==> config.mk <==
export PLATFORM = sky130hd
export DESIGN_NAME = mips_mc_control
export DESIGN_NICKNAME = d
export VERILOG_FILES = /design/src/rtl/mips_mc_control.sv
export SDC_FILE = /design/constraint.sdc
export NUM_CORES = 1
export LEC_CHECK = 0
export BUFFER_PORTS_ARGS = -buffer_cell sky130_fd_sc_hd__buf_4
export CORE_MARGIN = 2
export CORE_UTILIZATION = 46
export CTS_CLUSTER_SIZE = 30
export DETAILED_ROUTE_END_ITERATION = 10
export GPL_TIMING_DRIVEN = 0
export PLACE_DENSITY = 0.79
export SYNTH_ARGS = -nofsm -noshare
export SYNTH_HDL_FRONTEND = slang
export SYNTH_SLANG_ARGS = --single-unit
==> constraint.sdc <==
create_clock -name clk -period 1.8 [get_ports clk]
set_clock_uncertainty 0.15 [all_clocks]
set_input_delay 0.36 -clock clk [delete_from_list [all_inputs] [get_ports clk]]
set_output_delay 0.36 -clock clk [all_outputs]
set_load 0.005 [all_outputs]
==> src/rtl/mips_mc_control.sv <==
// Multi-cycle MIPS main control: a Moore FSM that sequences fetch, decode, execute,
// memory and writeback, and drives the ALU-control ALUOP plus the datapath enables.
// Ports: clk, rst (sync, active high), Opcode (IR[31:26]), mem_ready (memory done).
// Outputs: ALUOP, ALUSrcA/B, ZeroExt, IorD, the Mem/IR/PC/Branch/Reg enables,
// PCSrc, RegDst, MemtoReg, illegal_op (one-cycle pulse in DECODE), state_dbg.
module mips_mc_control #(
  parameter int OPW = 6
) (
  input  logic           clk,
  input  logic           rst,
  input  logic [OPW-1:0] Opcode,
  input  logic           mem_ready,
  output logic [2:0]     ALUOP,
  output logic           ALUSrcA,
  output logic [1:0]     ALUSrcB,
  output logic           ZeroExt,
  output logic           IorD,
  output logic           MemRead,
  output logic           MemWrite,
  output logic           IRWrite,
  output logic           PCWrite,
  output logic           Branch,
  output logic           BranchNE,
  output logic [1:0]     PCSrc,
  output logic           RegWrite,
  output logic           RegDst,
  output logic           MemtoReg,
  output logic           illegal_op,
  output logic [3:0]     state_dbg
);

  typedef enum logic [3:0] {
    S_FETCH    = 4'd0,
    S_DECODE   = 4'd1,
    S_MEM_ADDR = 4'd2,
    S_MEM_RD   = 4'd3,
    S_MEM_WB   = 4'd4,
    S_MEM_WR   = 4'd5,
    S_R_EXEC   = 4'd6,
    S_R_WB     = 4'd7,
    S_BRANCH   = 4'd8,
    S_JUMP     = 4'd9,
    S_I_EXEC   = 4'd10,
    S_I_WB     = 4'd11
  } state_t;

  localparam logic [OPW-1:0] OP_R    = OPW'(0);
  localparam logic [OPW-1:0] OP_J    = OPW'(2);
  localparam logic [OPW-1:0] OP_BEQ  = OPW'(4);
  localparam logic [OPW-1:0] OP_BNE  = OPW'(5);
  localparam logic [OPW-1:0] OP_ADDI = OPW'(8);
  localparam logic [OPW-1:0] OP_SLTI = OPW'(10);
  localparam logic [OPW-1:0] OP_ANDI = OPW'(12);
  localparam logic [OPW-1:0] OP_ORI  = OPW'(13);
  localparam logic [OPW-1:0] OP_XORI = OPW'(14);
  localparam logic [OPW-1:0] OP_LUI  = OPW'(15);
  localparam logic [OPW-1:0] OP_LW   = OPW'(35);
  localparam logic [OPW-1:0] OP_SW   = OPW'(43);

  state_t     state_q, state_d;
  logic [2:0] i_aluop;
  logic       i_zext;

  // Immediate-op ALU selection, shared by I_EXEC and I_WB so the
  // ALU result stays stable through writeback.
  always_comb begin
    i_aluop = 3'b000;
    i_zext  = 1'b0;
    case (Opcode)
      OP_ANDI: begin i_aluop = 3'b010; i_zext = 1'b1; end
      OP_ORI:  begin i_aluop = 3'b011; i_zext = 1'b1; end
      OP_XORI: begin i_aluop = 3'b100; i_zext = 1'b1; end
      OP_SLTI: i_aluop = 3'b101;
      OP_LUI:  i_aluop = 3'b110;
      default: i_aluop = 3'b000;
    endcase
  end

  always_comb begin
    state_d    = state_q;
    ALUOP      = 3'b000;
    ALUSrcA    = 1'b0;
    ALUSrcB    = 2'b00;
    ZeroExt    = 1'b0;
    IorD       = 1'b0;
    MemRead    = 1'b0;
    MemWrite   = 1'b0;
    IRWrite    = 1'b0;
    PCWrite    = 1'b0;
    Branch     = 1'b0;
    BranchNE   = 1'b0;
    PCSrc      = 2'b00;
    RegWrite   = 1'b0;
    RegDst     = 1'b0;
    MemtoReg   = 1'b0;
    illegal_op = 1'b0;
    case (state_q)
      S_FETCH: begin
        MemRead = 1'b1;
        ALUSrcB = 2'b01;
        IRWrite = mem_ready;
        PCWrite = mem_ready;
        if (mem_ready) state_d = S_DECODE;
      end
      S_DECODE: begin
        ALUSrcB = 2'b11;
        case (Opcode)
          OP_LW, OP_SW:     state_d = S_MEM_ADDR;
          OP_R:             state_d = S_R_EXEC;
          OP_BEQ, OP_BNE:   state_d = S_BRANCH;
          OP_J:             state_d = S_JUMP;
          OP_ADDI, OP_SLTI, OP_ANDI,
          OP_ORI, OP_XORI, OP_LUI:
                            state_d = S_I_EXEC;
          default: begin
            illegal_op = 1'b1;
            state_d    = S_FETCH;
          end
        endcase
      end
      S_MEM_ADDR: begin
        ALUSrcA = 1'b1;
        ALUSrcB = 2'b10;
        state_d = (Opcode == OP_SW) ? S_MEM_WR : S_MEM_RD;
      end
      S_MEM_RD: begin
        MemRead = 1'b1;
        IorD    = 1'b1;
        if (mem_ready) state_d = S_MEM_WB;
      end
      S_MEM_WB: begin
        RegWrite = 1'b1;
        MemtoReg = 1'b1;
        state_d  = S_FETCH;
      end
      S_MEM_WR: begin
        MemWrite = 1'b1;
        IorD     = 1'b1;
        if (mem_ready) state_d = S_FETCH;
      end
      S_R_EXEC: begin
        ALUSrcA = 1'b1;
        ALUOP   = 3'b111;
        state_d = S_R_WB;
      end
      S_R_WB: begin
        RegWrite = 1'b1;
        RegDst   = 1'b1;
        state_d  = S_FETCH;
      end
      S_BRANCH: begin
        ALUSrcA  = 1'b1;
        ALUOP    = 3'b001;
        PCSrc    = 2'b01;
        Branch   = (Opcode == OP_BEQ);
        BranchNE = (Opcode == OP_BNE);
        state_d  = S_FETCH;
      end
      S_JUMP: begin
        PCWrite = 1'b1;
        PCSrc   = 2'b10;
        state_d = S_FETCH;
      end
      S_I_EXEC: begin
        ALUSrcA = 1'b1;
        ALUSrcB = 2'b10;
        ALUOP   = i_aluop;
        ZeroExt = i_zext;
        state_d = S_I_WB;
      end
      S_I_WB: begin
        RegWrite = 1'b1;
        ALUOP    = i_aluop;
        ZeroExt  = i_zext;
        state_d  = S_FETCH;
      end
      default: state_d = S_FETCH;
    endcase
    // Reset kills every write enable immediately so an abandoned
    // instruction can't commit anything.
    if (rst) begin
      MemRead    = 1'b0;
      MemWrite   = 1'b0;
      IRWrite    = 1'b0;
      PCWrite    = 1'b0;
      Branch     = 1'b0;
      BranchNE   = 1'b0;
      RegWrite   = 1'b0;
      illegal_op = 1'b0;
    end
  end

  always_ff @(posedge clk) begin
    if (rst) state_q <= S_FETCH;
    else     state_q <= state_d;
  end

  assign state_dbg = state_q;

endmodule

==> flow_summary.toml <==
[global_route]
overflow = 0
grt_max_degree = 11
via_count_of_the_first_global_routing_pass = 938
grt_first_pass_wirelength_um = 4200
grt_antenna_before_repair = 0
groute.usage.overall = 0.292

[timing]
fin_crit_sh = 1.16
slew-limit-headroom = 0.766
rsz0062_at_grt = "yes"
timing_worst_slew_pin_value_ns = 0.348
fin_worst_hold_slack_ns = 0.353
final_number_of_setup_violating_endpoints = 15
post-route-worst-setup-slack_ns = -0.287
fin_max_slew_vios = 0
hold_viol_final = 0
finalCriticalPeriod_ns = 2.09
maxClockFrequency_ghz = 0.479

[logic_synthesis]
edff_count_synth = 0
synth.top_cells.by_area = "sky130_fd_sc_hd__dfxtp_1 11%, sky130_fd_sc_hd__nor2_1 10%, sky130_fd_sc_hd__nand2b_1 6.2%"
post_synth.cell_area_avg_sq_um = 6.29
post_synth_instance_area_sq_um = 711
async_flop_share = 0
yosysWarnings = 0
netlist.area_leader.share = 0.113
synthFlopType = "sky130_fd_sc_hd__dfxtp_1"
synth_cell_types = 41
synth.yosys.seq_area_share = 0.113
postSynthRegisterBits = 4
synthesis.nets = 122
netlist.top_cell.by_area = "sky130_fd_sc_hd__dfxtp_1"
postSynthCellCount = 113

[pwr]
p_sw_frac = 0.400
power.sequential.fraction = 0.213
powerDensity_nw_per_um2 = 329
power.share.combinational = 0.518
intPower_uw = 271
share_clk_of_total_power = 0.269
psw_uw = 181
design_power_total_uw = 452
max_vdd_drop_uv = 341
power.leakage_uw = 0.000571

[setup_path]
critPathRequiredTime_ns = 1.29
worst_path_largest_cell_delay_ns = 0.58
critPathKind = "reg -> out"
start_kind = "flop"
timing.critical_path.to_type = "output port"
timing.critical_path.arrival_ns = 1.58
crit_chain = "or4b_4, nor2_4, o2111a_1, buf_4"
cp_slowest_cell = "sky130_fd_sc_hd__or4b_4"
critical_path_peak_fanout = 5

[cts]
tritoncts_clock_tree = "yes"
numCtsBuffers = 3
cts_hold_buffers = 0
cts_max_path_bufs = 2
clkSinkCount = 4
htree_num_levels = 1
later_pin_clock_latency_in_the_skew_report_ns = 0.25
cts-root-buf = "sky130_fd_sc_hd__clkbuf_4"
clkTransAtPathRegs_ns = 0.04

[die]
num_rows = 14
floorplan.initialDensity = 0.483
die_h_um = 43.3
design.core.area_sq_um = 1470
dieWidth_um = 43.3
design.die.area_sq_um = 1880
top_level_ports = 33

[final_layout]
synthToLayoutAreaGrowth_pct = 93.0
fillers = 50
final_common_cell = "sky130_fd_sc_hd__buf_4"
number_of_flip_flops_under_the_largest_register_name = 4
fraction_of_layout_instances_using_a_drive_strength_above_1 = 0.556
utilization = 0.932
layout_nets = 171
final_cell_mix = "41 x sky130_fd_sc_hd__buf_4, 15 x sky130_fd_sc_hd__nor2_1, 8 x sky130_fd_sc_hd__nand2_1, 5 x sky130_fd_sc_hd__inv_1"
antenna_cells = 0

[detailed_routing]
routedWlPerCell_um = 22.7
post-route-drc-count = 0
drtIter0Drc = 136
ant_nets = 0
route.final.wire_length_um = 4000
detailedRoute.firstPassIterationCount = 5
routed-via-count = 1278
post_drt_via_cell_ratio = 7.26

[worst_hold_path]
kind_of_path_behind_the_tightest_hold_check = "in -> reg"

[placed_design]
place.gp.congestion = 0.845
detailedPlacementHpwl_um = 1640
quantity_of_i_o_buffers_inserted_on_ports = 30

[status]
status = "complete, but fails checks"
violations_in_the_final_reports = "negative setup slack"

[run]
max-cap-violations = 0
## cell families after synthesis
group | Yosys count | share of synthesized area
and+or+nand+nor | 62 | 0.467
AOI/OAI and AO/OA | 27 | 0.276
buffers and inverters | 17 | 0.104
DFF | 4 | 0.113
xor gates and xnor gates | 2 | 0.0247
muxes | 1 | 0.0158
## synthesized netlist by cell type (all sizes together), types with 2 or more instances
cell and n:
nor2 19, nand2 9, clkbuf 7, nand2b 7, nor3 7, inv 6, a21oi 5, buf 4
dfxtp 4, nor4 4, o21ai 4, a31oi 3, and3 3, a211o 2, nand3 2, nor3b 2
o211ai 2, o22ai 2, or3 2, xor2 2
## metal layers
| layer | routed length [um] | GRT usage | up-vias |
|---|---|---|---|
| li1 | - | - | 511 |
| met3 | 543 | 0.0809 | 45 |
| met1 | 1350 | 0.344 | 569 |
| met5 | 0 | 0 | - |
| met4 | 273 | 0.0727 | 0 |
| met2 | 1830 | 0.516 | 153 |
## power groups by stage
| stage | logic (uW) | registers [uW] | clock network [uW] |
|---|---|---|---|
| 2_1_floorplan | 90.8 | 96.0 | 0 |
| 3_3_place_gp | 148 | 95.6 | 0 |
| 3_5_place_dp | 151 | 95.8 | 0 |
| 4_1_cts | 182 | 93.0 | 119 |
| 5_1_grt | 240 | 96.3 | 129 |
| 6_report | 234 | 96.3 | 122 |
## area by class of cell
type	count	area [sq um]	share of cell area
buffer	8	80.1	0.0584
sequential	4	95.1	0.0693
inverter	6	25.0	0.0182
multi-input combinational	92	732	0.534
timing repair buffer	47	397	0.289
clock buffer	3	22.5	0.0164
tap	16	20.0	0.0146
## through the flow
stage	area, sq um	setup TNS (ns)	setup WS [ns]	std cells
global route	1370	-2.35	-0.294	176
global placement	958	-1.40	-0.244	159
finish	1370	-1.89	-0.287	176
CTS	1170	-1.57	-0.261	169
floorplan	713	0	0.0223	113
detailed placement	958	-1.76	-0.252	159
## critical path, delay by kind of cell (launching register included)
kind / cells / cell delay (ns)
simple gates: 2 / 0.69
compound gates: 1 / 0.17
buf+inv: 1 / 0.10
flops: 1 / 0.36
## final timing paths
kind / startpoint / endpoint / slack (ns) / cells past startpoint
setup / recovery: state_dbg[3]$_SDFFE_PP0P_ / illegal_op / -0.29 / 4
hold reg to reg: state_dbg[3]$_SDFFE_PP0P_ / state_dbg[1]$_SDFFE_PP0P_ / 0.60 / 4
setup reg to reg: state_dbg[3]$_SDFFE_PP0P_ / state_dbg[2]$_SDFFE_PP0P_ / -0.08 / 5
hold / removal: Opcode[4] / state_dbg[1]$_SDFFE_PP0P_ / 0.35 / 4
## what timing repair did
action / 4_1_cts / 5_1_grt
buffers inserted: 9 / 8
pin swaps: 7 / 15
setup endpoints to repair: 19 / 17
gates resized for setup: 39 / 36
No activity file was read; power rests on OpenSTA's default activity.
